`src/rtl/mem_stage.sv`:
```
// Memory-access stage: latches the instruction from execute, extracts load data from the
// synchronous data SRAM, and keeps that data across write-back stalls.
module mem_stage (
  input  logic         clk,
  input  logic         resetn,
  input  logic         es2ms_valid,
  output logic         ms_allowin,
  input  logic [123:0] es2ms_bus,
  input  logic [38:0]  es_rf_zip,
  input  logic [31:0]  data_sram_rdata,
  input  logic         ws_allowin,
  output logic         ms2ws_valid,
  output logic [117:0] ms2ws_bus,
  output logic [38:0]  ms_rf_zip,
  output logic [38:0]  ms_fwd_zip,
  output logic         ms_ex,
  input  logic         wb_ex,
  input  logic         ertn_flush
);

  typedef struct packed {
    logic [31:0] pc;
    logic        res_from_mem;
    logic [4:0]  ld_op;       // {w, hu, h, bu, b}
    logic [78:0] csr_zip;
    logic [5:0]  exc_flags;   // {int, brk, ine, adef, sys, ertn}
    logic        ale;
  } es_bus_t;

  typedef struct packed {
    logic        csr_re;
    logic        rf_we;
    logic [4:0]  rf_waddr;
    logic [31:0] rf_wdata;
  } rf_zip_t;

  logic        ms_valid;
  logic        ms_ready_go;
  logic        flush;
  logic        accept;
  es_bus_t     bus_r;
  rf_zip_t     rf_r;
  logic        first_cycle;
  logic [31:0] rdata_buf;
  logic [31:0] rdata_sel;
  logic [31:0] shifted;
  logic [15:0] half;
  logic [1:0]  addr_low;
  logic [31:0] ld_data;
  logic [31:0] final_wdata;
  logic        ms_has_exc;
  logic        rf_we_eff;
  logic        ld_pending;

  assign ms_ready_go = 1'b1;
  assign flush       = wb_ex | ertn_flush;
  assign ms_allowin  = ~ms_valid | (ms_ready_go & ws_allowin);
  assign ms2ws_valid = ms_valid & ms_ready_go;
  assign accept      = es2ms_valid & ms_allowin & ~flush;

  always_ff @(posedge clk) begin
    if (!resetn) begin
      ms_valid    <= 1'b0;
      bus_r       <= '0;
      rf_r        <= '0;
      first_cycle <= 1'b0;
      rdata_buf   <= '0;
    end else begin
      if (flush)           ms_valid <= 1'b0;
      else if (ms_allowin) ms_valid <= es2ms_valid;
      if (accept) begin
        bus_r <= es2ms_bus;
        rf_r  <= es_rf_zip;
      end
      first_cycle <= accept;
      // SRAM data is only valid in the first resident cycle; keep it for stalls
      if (ms_valid & first_cycle & bus_r.res_from_mem)
        rdata_buf <= data_sram_rdata;
    end
  end

  assign rdata_sel = first_cycle ? data_sram_rdata : rdata_buf;
  assign addr_low  = rf_r.rf_wdata[1:0];
  assign shifted   = rdata_sel >> {addr_low, 3'b000};
  assign half      = addr_low[1] ? rdata_sel[31:16] : rdata_sel[15:0];

  always_comb begin
    ld_data = rdata_sel;
    if (bus_r.ld_op[0])      ld_data = {{24{shifted[7]}}, shifted[7:0]};
    else if (bus_r.ld_op[1]) ld_data = {24'b0, shifted[7:0]};
    else if (bus_r.ld_op[2]) ld_data = {{16{half[15]}}, half};
    else if (bus_r.ld_op[3]) ld_data = {16'b0, half};
  end

  assign final_wdata = bus_r.res_from_mem ? ld_data : rf_r.rf_wdata;
  assign ms_has_exc  = ms_valid & ((|bus_r.exc_flags) | bus_r.ale);
  assign rf_we_eff   = rf_r.rf_we & ms_valid & ~ms_has_exc;
  assign ld_pending  = ms_valid & bus_r.res_from_mem & ~ms_has_exc;

  assign ms_ex      = ms_has_exc;
  assign ms2ws_bus  = {bus_r.pc, bus_r.csr_zip, bus_r.exc_flags, bus_r.ale};
  assign ms_rf_zip  = {rf_r.csr_re, rf_we_eff, rf_r.rf_waddr, final_wdata};
  assign ms_fwd_zip = {ld_pending, rf_we_eff, rf_r.rf_waddr, final_wdata};

endmodule

```
`config.mk`:
```
export PLATFORM = sky130hd
export DESIGN_NAME = mem_stage
export DESIGN_NICKNAME = d
export VERILOG_FILES = /design/src/rtl/mem_stage.sv
export SDC_FILE = /design/constraint.sdc
export NUM_CORES = 1
export LEC_CHECK = 0
export CORE_MARGIN = 4
export CORE_UTILIZATION = 47
export CTS_CLUSTER_DIAMETER = 80
export DETAILED_ROUTE_END_ITERATION = 10
export PLACE_DENSITY = 0.91
export SLEW_MARGIN = 25
export SYNTH_ARGS = -nofsm -noshare
export SYNTH_HDL_FRONTEND = slang
export SYNTH_SLANG_ARGS = --single-unit
export TNS_END_PERCENT = 1
```
`constraint.sdc`:
```
create_clock -name clk -period 3.5 [get_ports clk]
set_clock_uncertainty 0.15 [all_clocks]
set_input_delay 0.35 -clock clk [delete_from_list [all_inputs] [get_ports clk]]
set_output_delay 0.35 -clock clk [all_outputs]
set_load 0.1 [all_outputs]
```
==> flow_metrics.py <==
metrics = {
    "sta": {
        "finalHoldViolCount": 0,
        "maxSlewViolCount": 0,
        "rsz0062_at_grt": "false",
        "fin_crit_sh_pct": 95.6,
        "fmax_mhz": 299,
        "tightest_slew_ns": 1.05,
        "period_needed_ns": 3.35,
        "holdWs_ns": 0.302,
        "final-setup-viol-count": 0,
        "finalWorstSetupSlack_ns": 0.155,
        "slew_headroom_pct": 29.9,
    },
    "worst_setup_path": {
        "r2r_cells": 5,
        "crit_required_ns": 3.00,
        "criticalPathCategory": "flop to primary output",
        "slowest_stage": "dfxtp_2",
        "cp-start-kind": "flop",
        "worstPathMaxFanout": 18,
        "crit_arrival_ns": 2.85,
        "critPathMaxStageDelay_ns": 0.64,
        "worstPathCellList": "buf_4 -> mux4_2 -> and2_1 -> a311oi_1 -> o22ai_1 -> buf_12",
        "r2r-start": "ms2ws_valid$_SDFFE_PP0N_",
        "critPathLaunch": "first_cycle$_SDFF_PN0_",
        "endpoint_kind": "primary output",
    },
    "floorplanning": {
        "num_rows": 53,
        "die_h_microns": 154,
        "initial_utilization_pct": 47.6,
        "die_area_sq_um": 23600,
        "ios": 400,
        "core-area_sq_um": 21000,
        "die_width_microns": 154,
    },
    "final_layout": {
        "n_fill_cell": 1517,
        "diodes": 0,
        "drive_gt1_share_pct": 9.94,
        "mostFrequentLayoutCell": "nand2_1",
        "final_nets": 1597,
        "multi_input_area_sq_um": 4480,
        "syn_to_final_growth_pct": 41.7,
        "final_cell_mix": "402 x nand2_1, 327 x clkdlybuf4s50_1, 195 x dfxtp_1",
        "regArea_sq_um": 3930,
        "final_area_sq_um": 14100,
        "fin_util_pct": 67.5,
    },
    "drt": {
        "drc": 0,
        "wl_met1_microns": 11100,
        "top_layer": "met5",
        "routed_via_density": 5.28,
        "dr_wl_met2_microns": 15600,
        "antenna_left": 0,
        "route.met3.wl_microns": 2960,
        "drt_iter0_drc": 532,
        "drt_wl_total_microns": 30900,
        "routedWlPerCell_microns": 18.3,
        "num_vias": 8896,
        "firstDrtPassIters": 5,
    },
    "hold_path": {
        "holdPathStages": 2,
        "hp-class": "input port to flop",
        "worstHoldStart": "resetn",
    },
    "synth": {
        "synth_flop_cell": "dfxtp_1",
        "syn_area_sq_um": 9980,
        "synth_enable_flop_cells": 0,
        "synth.avg_cell_area_sq_um": 8.26,
        "ys_seq_area_share_pct": 39.3,
        "async_reset_ff_share_pct": 0,
        "yosys.cell_types.count": 41,
        "synthCells": 1209,
        "yosys_warnings": 0,
        "synth_fp_nets": 1410,
        "ys_seq_elements": 196,
    },
    "placed_design": {
        "pre_cts_slack_ns": 0.574,
        "place_hpwl_microns": 22600,
        "io_buffers": 398,
        "gp_congestion": 0.877,
        "placed_area_sq_um": 13500,
    },
    "global_routing": {
        "grt_max_degree": 126,
        "grtUsageTotal_pct": 24.9,
        "grt_overflow": 0,
        "grt_pass1_vias": 9004,
        "antenna_found_initial": 1,
        "grt_pass1_wl_microns": 47700,
    },
    "power_and_ir_drop": {
        "ir_worst_vdd_mv": 0.308,
        "p_leak_nw": 4.98,
        "p_total_mw": 5.75,
        "p_per_area_nw_per_um2": 407,
    },
    "cts": {
        "postCtsHoldBufs": 0,
        "clk-insertion-delay-late_ns": 0.42,
        "htree_num_levels": 4,
        "cts_sinks": 196,
        "cts_tree": "yes",
        "cts_resized": 0,
        "cts_root_buf": "clkbuf_16",
        "clk_pin_slew_ns": 0.08,
        "cts_inserted_buffers": 17,
        "cts_max_path_buffers": 2,
        "post_cts.repair.setup_buffers": 0,
    },
    "status": {
        "status": "finished clean",
    },
    "run": {
        "max_cap_violations": 0,
    },
}
## sequential cells by signal, summed over array words and instances, names as in the netlist
register     cells
addr_low         2
bus_r            5
first_cycle      1
ms2ws_bus      118
ms2ws_valid      1
ms_fwd_zip       5
ms_rf_zip        1
rdata_buf       32
rf_r            31
## power breakdown
part | total [mW] | leakage [nW] | internal, mW | switching (mW)
clock | 1.99 | 0.290 | 1.03 | 0.963
sequential | 2.33 | 1.59 | 2.29 | 0.0385
combinational | 1.44 | 3.09 | 0.518 | 0.917
## critical path: cells and delay by family (launching register included)
| kind | cells | cell delay (ns) |
|---|---|---|
| mux | 1 | 0.51 |
| compound gates | 2 | 0.57 |
| buf+inv | 2 | 0.52 |
| simple gates | 1 | 0.18 |
| flops | 1 | 0.64 |
## cell type report
cell class	instances	share of cell area, %
repair buffers	415	33.8
multi-input cells	762	31.7
flip-flops and latches	196	27.8
clock buffers	19	3.06
well taps	275	2.43
clock inverters	13	1.15
inverters	4	0.106
## per-stage QoR
stage	instances	setup TNS, ns
2_1_floorplan	1209	-1.40
3_5_place_dp	1652	0
4_1_cts	1684	0
3_3_place_gp	1652	0
5_1_grt	1684	0
6_report	1684	0
## logic make-up (layout without fill, tap and decap cells)
family	count (synthesis)	in the layout	share of synthesized area, %
AND/OR/NAND/NOR	451	451	17.6
buffers and inverters	251	451	16.1
multiplexers	55	55	7.41
flip-flops	196	196	39.3
AO/OA/AOI/OAI	256	256	19.6
## synthesized netlist by cell type (all sizes together) (3+ instances only)
| master | instances | area (sq um) |
|---|---|---|
| nand2 | 402 | 1510 |
| nor2 | 22 | 82.6 |
| mux2i | 39 | 390 |
| nor2b | 3 | 18.8 |
| nand3 | 4 | 20.0 |
| and3 | 4 | 25.0 |
| a21boi | 194 | 1460 |
| o22ai | 9 | 70.1 |
| o2bb2ai | 5 | 43.8 |
| a311oi | 6 | 52.6 |
| o22a | 17 | 149 |
| buf | 189 | 1370 |
| clkbuf | 58 | 218 |
| a211o | 7 | 61.3 |
| a21oi | 3 | 15.0 |
| dfxtp | 196 | 3920 |
| o21ai | 9 | 45.0 |
| mux4 | 14 | 327 |
| and2 | 6 | 37.5 |
## metal layers
layer  track usage, %  vias up
met5                0        -
met4             9.38        2
met3             8.56       83
met2             44.8      467
met1             26.9     4132
li1                 -     4212
## final timing paths
| check | end | slack, ns |
|---|---|---|
| min | ms2ws_bus[64]$_SDFFE_PN0P_ | 0.30 |
| max reg2reg | ms2ws_bus[45]$_SDFFE_PN0P_ | 1.28 |
| min reg2reg | ms2ws_bus[79]$_SDFFE_PN0P_ | 0.31 |
| max | ms_rf_zip[1] | 0.15 |
(Power assumes the default switching activity.)
